===== config.mk =====
export PLATFORM = sky130hd
export DESIGN_NAME = data_memory_sync_flat
export DESIGN_NICKNAME = d
export VERILOG_FILES = /design/src/rtl/dmem_pkg.sv /design/src/rtl/data_memory_sync_if.sv /design/src/rtl/dmem_sram_array.sv /design/src/rtl/data_memory_sync.sv /design/src/flat_wrapper.sv
export SDC_FILE = /design/constraint.sdc
export NUM_CORES = 2
export LEC_CHECK = 0
export BUFFER_PORTS_ARGS = -buffer_cell sky130_fd_sc_hd__buf_2
export CORE_MARGIN = 1.5
export CORE_UTILIZATION = 55
export DETAILED_ROUTE_END_ITERATION = 16
export GPL_ROUTABILITY_DRIVEN = 1
export PLACE_DENSITY = 0.71
export SLEW_MARGIN = 20
export SYNTH_ARGS = -nofsm -noshare
export SYNTH_HDL_FRONTEND = slang
export SYNTH_SLANG_ARGS = --single-unit
export TNS_END_PERCENT = 1

===== constraint.sdc =====
create_clock -name clock -period 6.9 [get_ports clock]
set_input_delay 0.69 -clock clock [delete_from_list [all_inputs] [get_ports clock]]
set_output_delay 0.69 -clock clock [all_outputs]
set_load 0.02 [all_outputs]

===== src/rtl/dmem_pkg.sv =====
// Shared definitions for the pipeline data memory.
//   state_e           controller state: CLEAR sweeps zeros into every word, READY serves requests
//   DefaultDataWidth  default word width in bits
//   DefaultAddrLine   default address bus width
package dmem_pkg;

    typedef enum logic {
        CLEAR = 1'b0,
        READY = 1'b1
    } state_e;

    localparam int unsigned DefaultDataWidth = 8;
    localparam int unsigned DefaultAddrLine  = 8;

endpackage


===== src/rtl/data_memory_sync_if.sv =====
// Request/response bundle between the MEM stage and the data memory.
//   write_data  store data                  (master -> slave)
//   address     word address                (master -> slave)
//   mem_write   store request               (master -> slave)
//   mem_read    load request                (master -> slave)
//   read_data   registered load data        (slave -> master)
//   read_valid  read_data holds a result    (slave -> master)
//   busy        clear sweep in progress     (slave -> master)
//   addr_error  last request was out of range (slave -> master)
interface data_memory_sync_if #(
    parameter int unsigned DATA_WIDTH   = dmem_pkg::DefaultDataWidth,
    parameter int unsigned ADDRESS_LINE = dmem_pkg::DefaultAddrLine
);
    logic [DATA_WIDTH-1:0]   write_data;
    logic [ADDRESS_LINE-1:0] address;
    logic                    mem_write;
    logic                    mem_read;
    logic [DATA_WIDTH-1:0]   read_data;
    logic                    read_valid;
    logic                    busy;
    logic                    addr_error;

    modport master (
        output write_data, address, mem_write, mem_read,
        input  read_data, read_valid, busy, addr_error
    );

    modport slave (
        input  write_data, address, mem_write, mem_read,
        output read_data, read_valid, busy, addr_error
    );
endinterface


===== src/rtl/dmem_sram_array.sv =====
// Storage for the data memory: one write port, one synchronous read port, no reset.
// A read and a write to the same word in one cycle return the new data (write-first).
//   clk_i    clock
//   we_i     write enable
//   waddr_i  write address (must be < DEPTH when we_i is set)
//   wdata_i  write data
//   re_i     read enable; rdata_o holds its value otherwise
//   raddr_i  read address (must be < DEPTH when re_i is set)
//   rdata_o  registered read data
module dmem_sram_array #(
    parameter int unsigned DATA_WIDTH   = 8,
    parameter int unsigned ADDRESS_LINE = 8,
    parameter int unsigned DEPTH        = 2 ** ADDRESS_LINE
) (
    input  logic                    clk_i,
    input  logic                    we_i,
    input  logic [ADDRESS_LINE-1:0] waddr_i,
    input  logic [DATA_WIDTH-1:0]   wdata_i,
    input  logic                    re_i,
    input  logic [ADDRESS_LINE-1:0] raddr_i,
    output logic [DATA_WIDTH-1:0]   rdata_o
);

    logic [DATA_WIDTH-1:0] mem_q [DEPTH];
    logic [DATA_WIDTH-1:0] rdata_q;

    always_ff @(posedge clk_i) begin
        if (we_i) begin
            mem_q[waddr_i] <= wdata_i;
        end
        if (re_i) begin
            rdata_q <= (we_i && (waddr_i == raddr_i)) ? wdata_i : mem_q[raddr_i];
        end
    end

    assign rdata_o = rdata_q;

endmodule


===== src/rtl/data_memory_sync.sv =====
// MEM-stage data memory with registered read, write-first bypass, address range checking and a
// sequenced post-reset clear (one word per cycle) during which busy stalls the pipeline.
//   clock   single clock, all state on posedge
//   reset   synchronous, active-high; dominates every request
//   bus_io  request/response bundle (slave side): write_data, address, mem_write, mem_read in;
//           read_data, read_valid, busy, addr_error out
module data_memory_sync
    import dmem_pkg::*;
#(
    parameter int unsigned DATA_WIDTH     = DefaultDataWidth,
    parameter int unsigned ADDRESS_LINE   = DefaultAddrLine,
    parameter int unsigned DEPTH          = 2 ** ADDRESS_LINE,
    parameter bit          CLEAR_ON_RESET = 1'b1
) (
    input  logic              clock,
    input  logic              reset,
    data_memory_sync_if.slave bus_io
);

    // One extra bit so DEPTH == 2**ADDRESS_LINE is representable.
    localparam logic [ADDRESS_LINE:0]   DepthExt = (ADDRESS_LINE + 1)'(DEPTH);
    localparam logic [ADDRESS_LINE-1:0] LastPtr  = ADDRESS_LINE'(DEPTH - 1);

    state_e                  state_q, state_d;
    logic [ADDRESS_LINE-1:0] clear_ptr_q, clear_ptr_d;
    logic                    read_valid_q, read_valid_d;
    logic                    read_hit_q, read_hit_d;
    logic                    addr_error_q, addr_error_d;

    logic                    in_range;
    logic                    ram_we;
    logic [ADDRESS_LINE-1:0] ram_waddr;
    logic [DATA_WIDTH-1:0]   ram_wdata;
    logic                    ram_re;
    logic [DATA_WIDTH-1:0]   ram_rdata;

    assign in_range = {1'b0, bus_io.address} < DepthExt;

    always_comb begin
        state_d      = state_q;
        clear_ptr_d  = clear_ptr_q;
        read_valid_d = 1'b0;
        read_hit_d   = 1'b0;
        addr_error_d = 1'b0;
        ram_we       = 1'b0;
        ram_waddr    = bus_io.address;
        ram_wdata    = bus_io.write_data;
        ram_re       = 1'b0;

        case (state_q)
            CLEAR: begin
                ram_we      = !reset;
                ram_waddr   = clear_ptr_q;
                ram_wdata   = '0;
                clear_ptr_d = clear_ptr_q + 1'b1;
                if (clear_ptr_q == LastPtr) begin
                    state_d = READY;
                end
            end
            READY: begin
                if (!reset) begin
                    ram_we       = bus_io.mem_write && in_range;
                    ram_re       = bus_io.mem_read && in_range;
                    read_valid_d = bus_io.mem_read;
                    // Out-of-range reads still complete, but with zero data.
                    read_hit_d   = bus_io.mem_read && in_range;
                    addr_error_d = (bus_io.mem_read || bus_io.mem_write) && !in_range;
                end
            end
            default: state_d = READY;
        endcase
    end

    always_ff @(posedge clock) begin
        if (reset) begin
            state_q      <= CLEAR_ON_RESET ? CLEAR : READY;
            clear_ptr_q  <= '0;
            read_valid_q <= 1'b0;
            read_hit_q   <= 1'b0;
            addr_error_q <= 1'b0;
        end else begin
            state_q      <= state_d;
            clear_ptr_q  <= clear_ptr_d;
            read_valid_q <= read_valid_d;
            read_hit_q   <= read_hit_d;
            addr_error_q <= addr_error_d;
        end
    end

    dmem_sram_array #(
        .DATA_WIDTH  (DATA_WIDTH),
        .ADDRESS_LINE(ADDRESS_LINE),
        .DEPTH       (DEPTH)
    ) u_array (
        .clk_i  (clock),
        .we_i   (ram_we),
        .waddr_i(ram_waddr),
        .wdata_i(ram_wdata),
        .re_i   (ram_re),
        .raddr_i(bus_io.address),
        .rdata_o(ram_rdata)
    );

    // The array keeps its last read value; mask it so idle cycles never show stale data.
    assign bus_io.read_data  = read_hit_q ? ram_rdata : '0;
    assign bus_io.read_valid = read_valid_q;
    assign bus_io.busy       = (state_q == CLEAR);
    assign bus_io.addr_error = addr_error_q;

endmodule


===== src/flat_wrapper.sv =====
// flat-port wrapper written by rule: the top's interface ports become plain ports
module data_memory_sync_flat import dmem_pkg::*;
#(
    parameter int unsigned DATA_WIDTH     = DefaultDataWidth,
    parameter int unsigned ADDRESS_LINE   = DefaultAddrLine,
    parameter int unsigned DEPTH          = 2 ** ADDRESS_LINE,
    parameter bit          CLEAR_ON_RESET = 1'b1
)
  (clock, reset, bus_io_write_data, bus_io_address, bus_io_mem_write, bus_io_mem_read, bus_io_read_data, bus_io_read_valid, bus_io_busy, bus_io_addr_error);
  data_memory_sync_if #(.DATA_WIDTH(DATA_WIDTH), .ADDRESS_LINE(ADDRESS_LINE)) bus_io_i ();
  input  logic clock;
  input  logic reset;
  input wire logic [$bits(bus_io_i.write_data)-1:0] bus_io_write_data;
  input wire logic [$bits(bus_io_i.address)-1:0] bus_io_address;
  input wire logic [$bits(bus_io_i.mem_write)-1:0] bus_io_mem_write;
  input wire logic [$bits(bus_io_i.mem_read)-1:0] bus_io_mem_read;
  output wire logic [$bits(bus_io_i.read_data)-1:0] bus_io_read_data;
  output wire logic [$bits(bus_io_i.read_valid)-1:0] bus_io_read_valid;
  output wire logic [$bits(bus_io_i.busy)-1:0] bus_io_busy;
  output wire logic [$bits(bus_io_i.addr_error)-1:0] bus_io_addr_error;
  assign bus_io_i.write_data = bus_io_write_data;
  assign bus_io_i.address = bus_io_address;
  assign bus_io_i.mem_write = bus_io_mem_write;
  assign bus_io_i.mem_read = bus_io_mem_read;
  assign bus_io_read_data = bus_io_i.read_data;
  assign bus_io_read_valid = bus_io_i.read_valid;
  assign bus_io_busy = bus_io_i.busy;
  assign bus_io_addr_error = bus_io_i.addr_error;
  data_memory_sync #(.DATA_WIDTH(DATA_WIDTH), .ADDRESS_LINE(ADDRESS_LINE), .DEPTH(DEPTH), .CLEAR_ON_RESET(CLEAR_ON_RESET)) u_core (.clock(clock), .reset(reset), .bus_io(bus_io_i));
endmodule

After elaboration in Yosys (flattened, before gate mapping):

Memories as Yosys holds them, arrays and structs flattened. A register that Yosys moved wholly into a read port is not among the register bits.
Cells that the tools add are included.

* register bits: 10
* RAM bits: 2048
* input bits: 20
* output and inout bits: 11
* logic and storage cells: 20
* memories kept: 1

* add/subtract/negate cells: 1
* equal/unequal tests: 1
* mux-type cells: 11
* bitwise gates (word level): 1
* reductions and logical operators: 2

Memories
* u_core.u_array.mem_q: depth 256, bits a word 8, rd ports 1, clocked after Yosys merged registers in 1, wr ports 1, RTL line dmem_sram_array.sv:24 `logic [DATA_WIDTH-1:0] mem_q [DEPTH];`

Operators by type and width (count)
* 8-bit two-way mux: 3
* 8-bit by 1-bit adder with 8-bit output (second input constant): 1
* 8-bit equality test (second input constant): 1
* 1-bit two-way mux: 7
* 1-bit one-hot mux with 2 select lines: 1
* 2-bit OR reduction: 1
* 1-bit zero test: 1
* 1-bit inverter: 1

Longest topological paths before layout:

* word-level depth: 4
* depth in mapped cells: 12
* gate-level depth less buffers: 7

By module:

From an unflattened synthesis, not the netlist that was laid out.

* cells, all modules: 4082
* area total of the unflattened synthesis: 80494.7 um^2

By module, submodules not included
* dmem_sram_array: times used 1, cells an instance 4007, area an instance 79832.8 um^2, seq. area each 61739.2 um^2
* data_memory_sync: times used 1, cells an instance 75, area an instance 661.9 um^2, seq. area each 200.2 um^2

Worst setup path before layout:

OpenSTA, ideal clock, no wires.

* path type: flip-flop to flip-flop
* start: register u_core.state_q
* end: register u_core.u_array.rdata_q[6] (netlist: u_core.u_array.rdata_o[6]) (read register of u_core.u_array.mem_q) (data pin)
* setup time: 0.187 ns
* arrival time: 4.909 ns
* required time: 6.713 ns
* path slack: 1.804 ns
* stages on the path, launching flop included: 6
* path buffers: 2
* clock period less this slack: 5.096 ns
* cell sequence: dfxtp_1 clkbuf_1 clkbuf_1 and2_1 o21ai_0 o32ai_1

* cells in the longest elaborated chain, start to end: 1

Ends and longest elaborated chain
* start: declaration: RTL line data_memory_sync.sv:24 `state_e state_q, state_d;`
* start signal: assignment: RTL line data_memory_sync.sv:76 `state_q <= CLEAR_ON_RESET ? CLEAR : READY;`
* start signal: assignment: RTL line data_memory_sync.sv:82 `state_q <= state_d;`
* 1-bit two-way mux: RTL line data_memory_sync.sv:50 `case (state_q)`
* end: declaration: RTL line dmem_sram_array.sv:25 `logic [DATA_WIDTH-1:0] rdata_q;`

No other way between the ends.
A chain may end at the register's enable or synchronous reset.

==> flow_summary.ini <==
[timing]
tns_ns = 0
fin_crit_ns = 4.486
fmax_mhz = 222.9
finalSetupViolations = 0
fin_hold_ws_ns = 0.2082
relSlewSlack_pct = 12.14
finalHoldViolations = 0
fin_crit_sh_pct = 65.01
worst_pin_slew_ns = 1.306
rsz0062_at_grt = false
clock_skew_ns = 0.03859
drv_slew = 0

[pwr]
p_leak_nw = 30.11
max-vdd-ir-drop_v = 0.0002608
powerDensity_nw_per_um2 = 282.9

[clock_tree]
hold_buffers = 0
clockRootBuffer = clkbuf_16
cts_htree_levels = 4
post-cts-setup-buffers = 0
cts.sinks = 2066
clk_pin_slew_worst_paths_ns = 0.07
cts_resized = 0
clkLatencyLatePin_ns = 0.85
clock_path_buffers = 3
numCtsBuffers = 197
cts_tree = done

[final_layout]
nFillCells = 10053
final_net_count = 4248
drive_above_1_share_pct = 16.91
area_growth_pct = 10.35

[worst_setup_path]
critPathSlowestCell = nor4_1
regToRegSetupSlack_ns = 2.49
cp_slowest_stage_delay_ns = 1.06
worstSetupStartpointType = primary input
crit_buf_inv = 2
reg2regPathDepth = 4
critPathArrivalTime_ns = 5.03
worstPathRequired_ns = 7.44
critical_path_class = in -> reg
rr_endpoint = u_core.u_array.mem_q[48][3]$_DFFE_PP_
r2r-start = u_core.state_q$_SDFF_PP0_
worstSetupEndpointType = flop
timing.critical_path.max_delay_family = simple AND/OR/NAND/NOR gates
cp_max_fo = 30
worstPathCellList = buf_2, buf_4, nor2b_1, nand2_1, o211ai_1, a211o_1, a221oi_1, nor4_1, o32ai_1

[synthesis]
synth_edf_count = 2056
synth-seq-cells = 2066
synthArstFlopShare_pct = 0
ys_warn_count = 0
synth-seq-area-share_pct = 76.42
ys_types = 74
yosys.area.top_type_share_pct = 76.17
synth_area_per_cell_um2 = 19.40
synth-main-ff-cell = edfxtp_1
synthTopCellsByArea = edfxtp_1 (76%), mux4_2 (8.9%), mux2i_1 (4.9%)
synth_area_leader_cell = edfxtp_1
syn-num-nets = 4200
syn_inst = 4179
syn-cell-area_um2 = 81050

[grt]
grt_pass1_vias = 40649
grt_max_degree = 235
grt_use_total_pct = 27.11
grt_pass1_wl_mm = 290.5
grt_remaining_overflow = 0
antenna_found_initial = 6

[floorplan]
dieWidth_um = 386.9
io_pins = 31
die_area_um2 = 149700
row_count = 140
core_um2 = 145900
start_util_pct = 55.55
die_y_um = 386.9

[hold_path]
min_to = u_core.read_hit_q$_SDFF_PP0_
min_path_type = in -> reg
worstHoldPathCells = 2
hp-start = bus_io_mem_read

[route]
vias = 41888
viasPerCell = 6.636
drt_first_pass_iters = 8
drcViolationCount = 0
ant_nets = 0
drt-wirelength-per-cell_um = 32.17
wl_mm = 203.0
drt_iter0_drc = 6324

[placement]
post-dp-hpwl_mm = 123.9
io_buffers = 29
gp_congestion = 0.9415

[outcome]
outcome = finished clean

[run]
maxCapViolCount = 0
registers in the layout, indices dropped and copies added (netlist names):
| signal | count |
|---|---|
| u_core.clear_ptr_q | 8 |
| u_core.u_array.rdata_o | 8 |
| u_core.u_array.mem_q | 2048 |
| u_core.read_hit_q | 1 |
| u_core.state_q | 1 |
placed cells by master (no fill, tap or decap), types with 16 or more instances in the layout:
master / instances
a211oi_1: 16
a21oi_1: 49
a221oi_1: 52
a22oi_1: 151
buf_2: 25
buf_4: 60
bufinv_16: 19
clkbuf_1: 41
clkbuf_16: 205
clkinv_1: 52
clkinv_2: 37
edfxtp_1: 2056
mux2i_1: 396
mux4_2: 321
nand2_1: 153
nand3_1: 75
nand4_1: 30
nor2_1: 310
nor2b_1: 17
o22ai_1: 45
stage by stage:
step / total power [mW] / worst slack (ns) / instances / utilization, % / cell area [um^2]
2_1_floorplan: 14.52 / 1.804 / 4179 / - / 81050
3_3_place_gp: 14.82 / 1.730 / 5942 / 56.84 / 82940
3_5_place_dp: 14.82 / 1.788 / 5942 / 56.86 / 82960
4_1_cts: 25.36 / 2.629 / 6308 / 61.24 / 89360
5_1_grt: 25.87 / 2.456 / 6311 / 61.30 / 89440
6_report: 25.31 / 2.414 / 6312 / 61.30 / 89440
worst max-delay path by stage:
stage                                    startpoint                               endpoint  slack [ns]  depth (start not counted)
after floorplan           u_core.state_q$_SDFF_PP0_    u_core.u_array.rdata_o[6]$_DFFE_PP_        1.80                          5
after global placement            bus_io_address[2]    u_core.u_array.rdata_o[4]$_DFFE_PP_        1.73                          9
after detailed placement          bus_io_address[2]    u_core.u_array.rdata_o[1]$_DFFE_PP_        1.79                          9
after CTS                 u_core.state_q$_SDFF_PP0_  u_core.u_array.mem_q[50][2]$_DFFE_PP_        2.63                          5
after global routing      u_core.state_q$_SDFF_PP0_  u_core.u_array.mem_q[50][6]$_DFFE_PP_        2.46                          5
final                             bus_io_address[2]    u_core.u_array.rdata_o[7]$_DFFE_PP_        2.41                          9
synth_stat cells (5+ instances only):
cell type / instances
buf_1: 16
o32ai_1: 7
nor4_1: 13
and2_1: 20
a41o_1: 5
xor2_1: 5
mux4_2: 321
dfxtp_1: 10
nor3_1: 13
a22oi_1: 151
nand4_1: 30
o21ai_1: 9
xnor2_1: 10
buf_2: 69
or3_1: 6
nand2_1: 153
buf_4: 56
mux2_2: 10
o22a_1: 7
a31oi_1: 15
a21oi_1: 49
o21ai_0: 12
nor2_1: 316
and3_1: 9
nand2b_1: 6
nand3_1: 75
o221ai_1: 6
o211ai_1: 11
mux2i_1: 396
buf_6: 21
a211oi_1: 16
clkbuf_1: 90
a221oi_1: 52
o22ai_1: 45
edfxtp_1: 2056
nor2b_1: 20
where the power goes:
| group | internal, mW | switching, mW | leakage (nW) |
|---|---|---|---|
| Combinational | 0.352 | 0.618 | 6.67 |
| Clock | 6.14 | 4.59 | 3.14 |
| Sequential | 13.6 | 0.00641 | 20.3 |
| Total | 20.1 | 5.21 | 30.1 |
kinds of logic (layout without fill, tap and decap cells):
kind of cell | after synthesis | in the layout | share of synthesized area (%)
AND/OR/NAND/NOR | 685 | 685 | 3.793
AO/OA/AOI/OAI | 422 | 422 | 3.825
other | 1 | 2 | 0.004627
multiplexers | 727 | 727 | 13.95
flip-flops | 2066 | 2066 | 76.42
XOR/XNOR | 15 | 15 | 0.1621
adder cells (fa/ha/maj) | 1 | 1 | 0.01543
buffers and inverters | 262 | 477 | 1.834
routing by layer:
layer / track usage, % / part of all wire (%)
met2: 40.24 / 46
met4: 10.26 / 4.0
met3: 6.487 / 11
met1: 39.40 / 39
met5: 0 / 0.0064
area by class of cell:
| class | count | area (um^2) | share of cell area (%) |
|---|---|---|---|
| sequential | 2066 | 61940 | 69.25 |
| clock buffer | 248 | 5311 | 5.938 |
| inverter | 7 | 26.28 | 0.02938 |
| antenna | 1 | 2.502 | 0.002798 |
| timing repair buffer | 104 | 960.9 | 1.074 |
| clock inverter | 118 | 1089 | 1.217 |
| tap | 1917 | 2399 | 2.682 |
| multi-input combinational | 1851 | 17720 | 19.81 |
Power figures use the tool's default switching activity.
